$ cat config.mk
export PLATFORM = sky130hd
export DESIGN_NAME = axum_bus_arb
export DESIGN_NICKNAME = d
export VERILOG_FILES = /design/src/rtl/axum_bus_arb.sv
export SDC_FILE = /design/constraint.sdc
export NUM_CORES = 1
export LEC_CHECK = 0
export BUFFER_PORTS_ARGS = -buffer_cell sky130_fd_sc_hd__buf_2
export CAP_MARGIN = 20
export CORE_AREA = 2 2 340 342
export DETAILED_ROUTE_END_ITERATION = 8
export DIE_AREA = 0 0 342 344
export GPL_ROUTABILITY_DRIVEN = 1
export PLACE_DENSITY = 0.3
export SKIP_CTS_REPAIR_TIMING = 1
export SLEW_MARGIN = 20
export SYNTH_ARGS = -nofsm -noshare
export SYNTH_HDL_FRONTEND = slang
export SYNTH_SLANG_ARGS = --single-unit
$ cat constraint.sdc
create_clock -name clk_i -period 3 [get_ports clk_i]
set_input_delay 0.15 -clock clk_i [delete_from_list [all_inputs] [get_ports clk_i]]
set_output_delay 0.15 -clock clk_i [all_outputs]
set_load 0.1 [all_outputs]
$ cat src/rtl/axum_bus_arb.sv
// axum_bus_arb: round-robin multi-host to multi-device bus arbiter with address decode and response timeout
module axum_bus_arb #(
  parameter int NrHosts       = 2,
  parameter int NrDevices     = 4,
  parameter int DataWidth     = 32,
  parameter int AddressWidth  = 32,
  parameter int TimeoutCycles = 16
) (
  input  logic                                     clk_i,
  input  logic                                     rst_i,
  input  logic [NrHosts-1:0]                       host_req_i,
  input  logic [NrHosts-1:0]                       host_we_i,
  input  logic [NrHosts-1:0][AddressWidth-1:0]     host_addr_i,
  input  logic [NrHosts-1:0][DataWidth/8-1:0]      host_be_i,
  input  logic [NrHosts-1:0][DataWidth-1:0]        host_wdata_i,
  output logic [NrHosts-1:0]                       host_gnt_o,
  output logic [NrHosts-1:0]                       host_rvalid_o,
  output logic [NrHosts-1:0]                       host_err_o,
  output logic [NrHosts-1:0][DataWidth-1:0]        host_rdata_o,
  output logic [NrDevices-1:0]                     device_req_o,
  output logic [NrDevices-1:0]                     device_we_o,
  output logic [NrDevices-1:0][AddressWidth-1:0]   device_addr_o,
  output logic [NrDevices-1:0][DataWidth/8-1:0]    device_be_o,
  output logic [NrDevices-1:0][DataWidth-1:0]      device_wdata_o,
  input  logic [NrDevices-1:0]                     device_rvalid_i,
  input  logic [NrDevices-1:0]                     device_err_i,
  input  logic [NrDevices-1:0][DataWidth-1:0]      device_rdata_i,
  input  logic [NrDevices-1:0][AddressWidth-1:0]   cfg_device_addr_base_i,
  input  logic [NrDevices-1:0][AddressWidth-1:0]   cfg_device_addr_mask_i
);
  localparam int HW = NrHosts > 1 ? $clog2(NrHosts) : 1;
  localparam int DW = NrDevices > 1 ? $clog2(NrDevices) : 1;
  typedef enum logic [1:0] {IDLE, WAIT, ERR} state_e;
  state_e state_q, state_d;
  logic [HW-1:0] last_q, last_d, host_q, host_d, win;
  logic [DW-1:0] dev_q, dev_d, dev;
  logic [7:0] cnt_q, cnt_d;
  logic any_req, hit;
  // Round-robin search: lower offsets from last+1 overwrite higher ones.
  always_comb begin
    win = '0;
    any_req = |host_req_i;
    for (int i = NrHosts - 1; i >= 0; i--)
      if (host_req_i[(int'(last_q) + 1 + i) % NrHosts]) win = HW'((int'(last_q) + 1 + i) % NrHosts);
  end
  always_comb begin
    dev = '0;
    hit = 1'b0;
    for (int d = NrDevices - 1; d >= 0; d--)
      if ((host_addr_i[win] & cfg_device_addr_mask_i[d]) == cfg_device_addr_base_i[d]) begin
        dev = DW'(d);
        hit = 1'b1;
      end
  end
  always_comb begin
    state_d = state_q;
    last_d = last_q;
    host_d = host_q;
    dev_d = dev_q;
    cnt_d = cnt_q;
    host_gnt_o = '0;
    host_rvalid_o = '0;
    host_err_o = '0;
    host_rdata_o = '0;
    device_req_o = '0;
    device_we_o = '0;
    device_addr_o = '0;
    device_be_o = '0;
    device_wdata_o = '0;
    case (state_q)
      IDLE: if (any_req) begin
        host_gnt_o[win] = 1'b1;
        last_d = win;
        host_d = win;
        dev_d = dev;
        cnt_d = '0;
        state_d = hit ? WAIT : ERR;
        if (hit) begin
          device_req_o[dev] = 1'b1;
          device_we_o[dev] = host_we_i[win];
          device_addr_o[dev] = host_addr_i[win];
          device_be_o[dev] = host_be_i[win];
          device_wdata_o[dev] = host_wdata_i[win];
        end
      end
      WAIT: begin
        cnt_d = cnt_q + 8'd1;
        if (device_rvalid_i[dev_q]) begin
          host_rvalid_o[host_q] = 1'b1;
          host_err_o[host_q] = device_err_i[dev_q];
          host_rdata_o[host_q] = device_rdata_i[dev_q];
          state_d = IDLE;
        end else if (cnt_q == 8'(TimeoutCycles - 1)) begin
          host_rvalid_o[host_q] = 1'b1;
          host_err_o[host_q] = 1'b1;
          state_d = IDLE;
        end
      end
      default: begin
        host_rvalid_o[host_q] = 1'b1;
        host_err_o[host_q] = 1'b1;
        state_d = IDLE;
      end
    endcase
    // Outputs are quiet for the whole reset cycle, even in IDLE with requests pending.
    if (rst_i) begin
      host_gnt_o = '0;
      host_rvalid_o = '0;
      host_err_o = '0;
      host_rdata_o = '0;
      device_req_o = '0;
      device_we_o = '0;
      device_addr_o = '0;
      device_be_o = '0;
      device_wdata_o = '0;
    end
  end
  always_ff @(posedge clk_i) begin
    if (rst_i) begin
      state_q <= IDLE;
      last_q <= HW'(NrHosts - 1);
      host_q <= '0;
      dev_q <= '0;
      cnt_q <= '0;
    end else begin
      state_q <= state_d;
      last_q <= last_d;
      host_q <= host_d;
      dev_q <= dev_d;
      cnt_q <= cnt_d;
    end
  end
endmodule

==> flow_metrics.env, run 1 <==
export IMPL_outcome="finished with violations"
export IMPL_violations="negative setup slack"
export IMPL_relSlewSlack_pct=52.6
export IMPL_ys_async_sr_fraction_pct=0
export IMPL_seq_area_frac_synth_pct=3.36
export IMPL_fin_area_mm2=0.0266
export IMPL_routed_wl_um=95900
export IMPL_synth_flop_cell="dfxtp_1"
export IMPL_path_class="reg2out"
export IMPL_worstPathCellList="a21boi_4 -> buf_12 -> buf_12 -> buf_6 -> buf_8 -> mux2i_4 -> buf_6 -> nand3b_1 -> a2111oi_4 -> buf_4 -> and4_4 -> and2_4 -> o211ai_4 -> buf_12 -> buf_4 -> clkbuf_16 -> nor4_4 -> buf_12"
export IMPL_cap_viol_max_count=0
export IMPL_critPathMaxStageDelay_ns=0.51
export IMPL_synth_edff_count=0
export IMPL_drt_pass1_iterations=5
export IMPL_synth_area_mm2=0.00835
export IMPL_place_hpwl_um=85500
export IMPL_die_area_mm2=0.118
export IMPL_cp_max_fo=8
export IMPL_synth_top_area_share_pct=18.3
export IMPL_first_global_vias=13700
export IMPL_grtUsageTotal_pct=15.0
export IMPL_max_slew_worst_pin_slew_ns=0.711
export IMPL_hold_path_class="in2reg"
export IMPL_cp_common_cell="buf_12"
export IMPL_drv_slew=0
export IMPL_netlist_instances=1138
export IMPL_avgSynthCellArea_um2=7.34
export IMPL_critPathRequiredTime_ns=2.85
export IMPL_finish_utilization_pct=23.3
export IMPL_io_buffers=883
export IMPL_clock_latency_ns=0.26
export IMPL_crit_family="buffers and inverters"
export IMPL_gr_total_overflow=0
export IMPL_dpl_cell_area_mm2=0.0250
export IMPL_cts_tree="yes"
export IMPL_num_fill_cells=12400
export IMPL_ant_nets=0
export IMPL_viasPerCell=3.53
export IMPL_worst_path_buf_inv=10
export IMPL_nets=2904
export IMPL_ys_types=49
export IMPL_pin_count=884
export IMPL_cp_slowest_cell="a2111oi_4"
export IMPL_p_per_area_mw_per_mm2=103
export IMPL_cts_buffers=3
export IMPL_path_clk_slew_ns=0.05
export IMPL_drtIter0Drc=549
export IMPL_synth_top_area_cell="mux2i_1"
export IMPL_yosys_warnings=0
export IMPL_clock_skew_ns=0.00168
export IMPL_synth_nets=1673
export IMPL_p_leak_nw=10.5
export IMPL_antenna_found_initial=38
export IMPL_wire_per_inst_um=24.7
export IMPL_grt_pass1_wl_um=121000
export IMPL_grt_setup_unrepaired="true"
export IMPL_drc_errors=0
export IMPL_area_delta_synth_final_pct=218
export IMPL_drive_above_1_share_pct=73.9
export IMPL_cp_start_kind="flop"
export IMPL_setup_slack_ns=-1.17
export IMPL_cts_max_path_buffers=2
export IMPL_critPathArrivalTime_ns=4.02
export IMPL_grt_max_degree=35
export IMPL_period_needed_ns=4.17
export IMPL_start_util_pct=7.33
export IMPL_final_hold_viol_count=0
export IMPL_vdd_drop_max_v=0.000136
export IMPL_die_w_um=342
export IMPL_synthTopCellsByArea="mux2i_1 (18%), mux4_2 (9.2%), nand2_1 (8.0%)"
export IMPL_max_freq_ghz=0.240
export IMPL_setup_violations=284
export IMPL_htreeDepth=1
export IMPL_dr_total_vias=13700
export IMPL_root_buffer="clkbuf_16"
export IMPL_die_h_um=344
export IMPL_place_gp_congestion=0.892
export IMPL_fin_crit_sh_pct=139
export IMPL_coreArea_mm2=0.114
export IMPL_rows=124
export IMPL_synth_seq_cells=14
export IMPL_clock_sinks=14
export IMPL_crit_path_end_kind="output port"
-- flip-flops by register name, summed over array words and instances, names as in the netlist --
signal	count
state_q	2
dev_q	2
last_q	1
host_q	1
cnt_q	8
-- layer usage --
layer	global-route usage, %	wire, um
met4	1.52	991
met1	19.7	42200
met3	4.50	7230
met5	0	132
met2	25.0	45400
-- placed cells by master, fill, tap and decap left out, types with 6 or more instances in the layout --
cell         n
nor2_2      10
a2111o_1    13
inv_1       34
nand4_1      7
mux2i_4     17
buf_2      569
buf_12     372
buf_6       22
nand2_1    177
clkbuf_16   12
nor2b_2     29
o21ai_0     12
and3_1       8
or3_1        9
nor4_4      71
diode_2     10
nand3b_1    23
xor2_1      70
buf_16       6
buf_8        6
buf_4      336
xnor2_1     21
mux2i_1    112
a21oi_1     11
and2_1      31
a211oi_4    69
mux4_2      34
mux2i_2     24
o21bai_1    22
dfxtp_1     12
nor2_1      16
nor2_4     128
-- power by group --
group          internal (mW)  switching (mW)
clock                  0.204           0.102
sequential             0.189         0.00444
combinational           1.01            1.21
total                   1.41            1.32
-- through the flow --
step	power (mW)	worst slack [ns]	hold WS [ns]	std cells	TNS (ns)
CTS	2.68	-1.63	0.293	3812	-398.05
global placement	2.35	-1.69	0.482	3808	-365.91
detailed placement	2.35	-1.32	0.488	3808	-312.78
finish	2.72	-1.17	0.292	3890	-279.05
floorplan	1.04	-0.858	0.314	1138	-145.04
global route	2.90	-1.33	0.321	3884	-332.06
-- cells in the mapped netlist (all sizes together) (2+ instances only) --
cell type / count
and2: 34
a21boi: 3
and4: 3
nand3b: 23
buf: 55
nand2: 179
a211oi: 73
clkbuf: 39
a32o: 2
nand4: 8
and3: 9
or2: 2
o21bai: 23
o21ai: 15
a21oi: 12
nor2b: 34
or3: 9
xnor2: 21
nand3: 5
a22oi: 2
a2111o: 13
mux4: 34
mux2: 2
a2111oi: 10
mux2i: 153
nand2b: 6
nor2: 154
nor4: 78
xor2: 71
o2111ai: 5
dfxtp: 14
nor3: 5
inv: 36
-- tightest hold or removal path: stages --
cell     delay, ns
buf_2         0.09
buf_4         0.21
a21oi_1       0.05
-- path summary, 6_finish.rpt --
check,cells past startpoint,from,endpoint,slack (ns)
setup / recovery,18,last_q,device_wdata_o[99],-1.17
hold / removal,3,rst_i,cnt_q[3],0.29
setup reg to reg,16,last_q,dev_q[1],-0.43
hold reg to reg,2,cnt_q[6],cnt_q[6],0.50
-- area by class of cell --
class / instances / area [um2] / area share, %
Inverter: 36 / 143 / 0.537
Antenna cell: 10 / 25.0 / 0.0942
Sequential cell: 14 / 283 / 1.06
Tap cell: 1512 / 1890 / 7.12
Timing Repair Buffer: 1320 / 13500 / 51.0
Clock buffer: 4 / 88.8 / 0.335
Multi-Input combinational cell: 994 / 10600 / 39.8
-- kinds of logic after synthesis --
group	Yosys count	synth area share, %
flops	14	3.36
compound gates	162	15.8
buf+inv	130	8.23
xor+xnor	92	9.65
simple gates	550	35.0
mux	189	27.8
fa+ha+maj	1	0.150
No activity file was read; power rests on OpenSTA's default activity.
==> inputs of run 2 (changes only) <==
Settings changed: GPL_TIMING_DRIVEN set to 0.
==> flow_metrics.env, run 2 (synthesis results as in run 1) <==
export IMPL_nets=2637
export IMPL_fin_cells=3618
export IMPL_hold_path_class="in2reg"
export IMPL_critPathArrivalTime_ns=4.13
export IMPL_p_sw_mw=1.31
export IMPL_finish_utilization_pct=18.5
export IMPL_viasPerCell=3.58
export IMPL_io_buffers=883
export IMPL_holdWs_ns=0.293
export IMPL_start_util_pct=7.33
export IMPL_rrSetupSlack_ns=-0.67
export IMPL_power_total_mw=2.50
export IMPL_cap_viol_max_count=0
export IMPL_drt_pass1_iterations=6
export IMPL_setup_violations=354
export IMPL_whs_path_depth=3
export IMPL_path_class="reg2out"
export IMPL_period_needed_ns=4.28
export IMPL_clock_skew_ns=0.00445
export IMPL_fin_crit_sh_pct=143
export IMPL_max_freq_ghz=0.234
export IMPL_final_hold_viol_count=0
export IMPL_cts_tree="yes"
export IMPL_wire_per_inst_um=27.6
export IMPL_r2r_start="last_q"
export IMPL_clock_latency_ns=0.24
export IMPL_vdd_drop_max_v=0.000127
export IMPL_clkPwrFrac_pct=10.1
export IMPL_grt_setup_unrepaired="true"
export IMPL_p_per_area_mw_per_mm2=118
export IMPL_grtUsageTotal_pct=15.8
export IMPL_place_inst=3543
export IMPL_violations="negative setup slack"
export IMPL_grt_max_degree=11
export IMPL_fin_area_mm2=0.0211
export IMPL_place_hpwl_um=87800
export IMPL_r2r_end="dev_q[1]"
export IMPL_relSlewSlack_pct=24.4
export IMPL_largest_reg_flops=8
export IMPL_drc_errors=0
export IMPL_setup_slack_ns=-1.28
export IMPL_reg_largest_list="cnt_q (8), dev_q (2), state_q (2)"
export IMPL_p_leak_nw=8.39
export IMPL_die_area_mm2=0.118
export IMPL_dpl_cell_area_mm2=0.0182
export IMPL_cts_buffers=3
export IMPL_worstRegToRegCells=15
export IMPL_first_global_vias=12800
export IMPL_drive_above_1_share_pct=70.5
export IMPL_p_sw_share_pct=52.4
export IMPL_coreArea_mm2=0.114
export IMPL_drtIter0Drc=504
export IMPL_layout_common_cells="buf_2 (652), nand2_1 (176), nor2_4 (128), buf_6 (116), buf_4 (104)"
export IMPL_power_frac_seq_pct=7.9
export IMPL_path_clk_slew_ns=0.05
export IMPL_area_delta_synth_final_pct=153
export IMPL_rows=124
export IMPL_hold_path_startpoint="host_req_i[1]"
export IMPL_max_slew_worst_pin_slew_ns=1.10
export IMPL_cp_max_fo=8
export IMPL_final_common_cell="buf_2"
export IMPL_combPwrFrac_pct=82.1
export IMPL_num_fill_cells=13000
export IMPL_p_int_mw=1.19
export IMPL_cp_start_kind="flop"
export IMPL_die_w_um=342
export IMPL_top_register="cnt_q"
export IMPL_grt_pass1_wl_um=124000
export IMPL_dr_total_vias=12900
export IMPL_place_gp_congestion=0.845
export IMPL_critPathRequiredTime_ns=2.85
export IMPL_cts_max_path_buffers=2
export IMPL_die_h_um=344
export IMPL_ant_nets=0
export IMPL_grtUsageMet3_pct=5.20
export IMPL_routed_wl_um=100000
export IMPL_busiest_layer="met2"
export IMPL_min_to="last_q"
export IMPL_antenna_found_initial=33
export IMPL_use_met2_pct=26.6
export IMPL_met1_usage_pct=19.8
export IMPL_clock_sinks=14
export IMPL_drv_slew=0
export IMPL_crit_path_end_kind="output port"
export IMPL_htreeDepth=1
export IMPL_pin_count=884
export IMPL_gr_total_overflow=0
export IMPL_root_buffer="clkbuf_16"
export IMPL_outcome="finished with violations"
==> run 2: power by group through the flow <==
stage | combinational (mW) | clock [mW] | sequential, mW
3_3_place_gp | 1.77 | 0 | 0.200
4_1_cts | 1.86 | 0.260 | 0.196
6_report | 2.05 | 0.252 | 0.196
5_1_grt | 2.17 | 0.269 | 0.196
3_5_place_dp | 1.86 | 0 | 0.200
2_1_floorplan | 0.839 | 0 | 0.197
==> run 2: through the flow <==
step | setup TNS (ns) | setup slack, ns
after floorplan | -145.04 | -0.858
after global placement | -785.74 | -3.49
after detailed placement | -730.07 | -3.20
after CTS | -823.71 | -3.46
after global routing | -427.14 | -1.41
final | -373.11 | -1.28
==> run 2: critical path: stages (launching register included) <==
cell,delay (ns)
dfxtp_2,0.33
a21boi_4,0.17
buf_12,0.16
buf_16,0.17
buf_16,0.17
buf_16,0.15
mux2i_4,0.29
xor2_1,0.09
a2111o_1,0.36
nor4_4,0.52
nand4_4,0.16
buf_12,0.18
a21boi_4,0.23
clkbuf_16,0.26
nor4_4,0.29
buf_6,0.27
==> run 2: per-layer routing <==
metal	vias up	wire length, um	part of all wire (%)
li1	6006	-	-
met1	6253	42900	43
met2	591	47900	48
met3	72	7880	7.9
met4	24	1210	1.2
met5	-	153	0.15
==> run 2: worst max path at each step <==
stage,from,to,slack (ns),cells after the start
2_1_floorplan,last_q,device_addr_o[122],-0.86,11
3_3_place_gp,last_q,device_addr_o[85],-3.49,11
3_5_place_dp,last_q,device_addr_o[85],-3.20,13
4_1_cts,last_q,device_addr_o[85],-3.46,13
5_1_grt,last_q,device_addr_o[119],-1.41,15
6_report,last_q,device_addr_o[119],-1.28,15
==> run 2: layout make-up <==
| class | instances | area [um2] | area share [%] |
|---|---|---|---|
| antenna | 6 | 15.0 | 0.0711 |
| buffer | 94 | 1260 | 5.97 |
| clock buffer | 3 | 75.1 | 0.355 |
| inverter | 36 | 143 | 0.675 |
| multi-input combinational | 995 | 10800 | 51.2 |
| sequential | 14 | 282 | 1.33 |
| tap | 1512 | 1890 | 8.96 |
| timing repair buffer | 958 | 6630 | 31.4 |
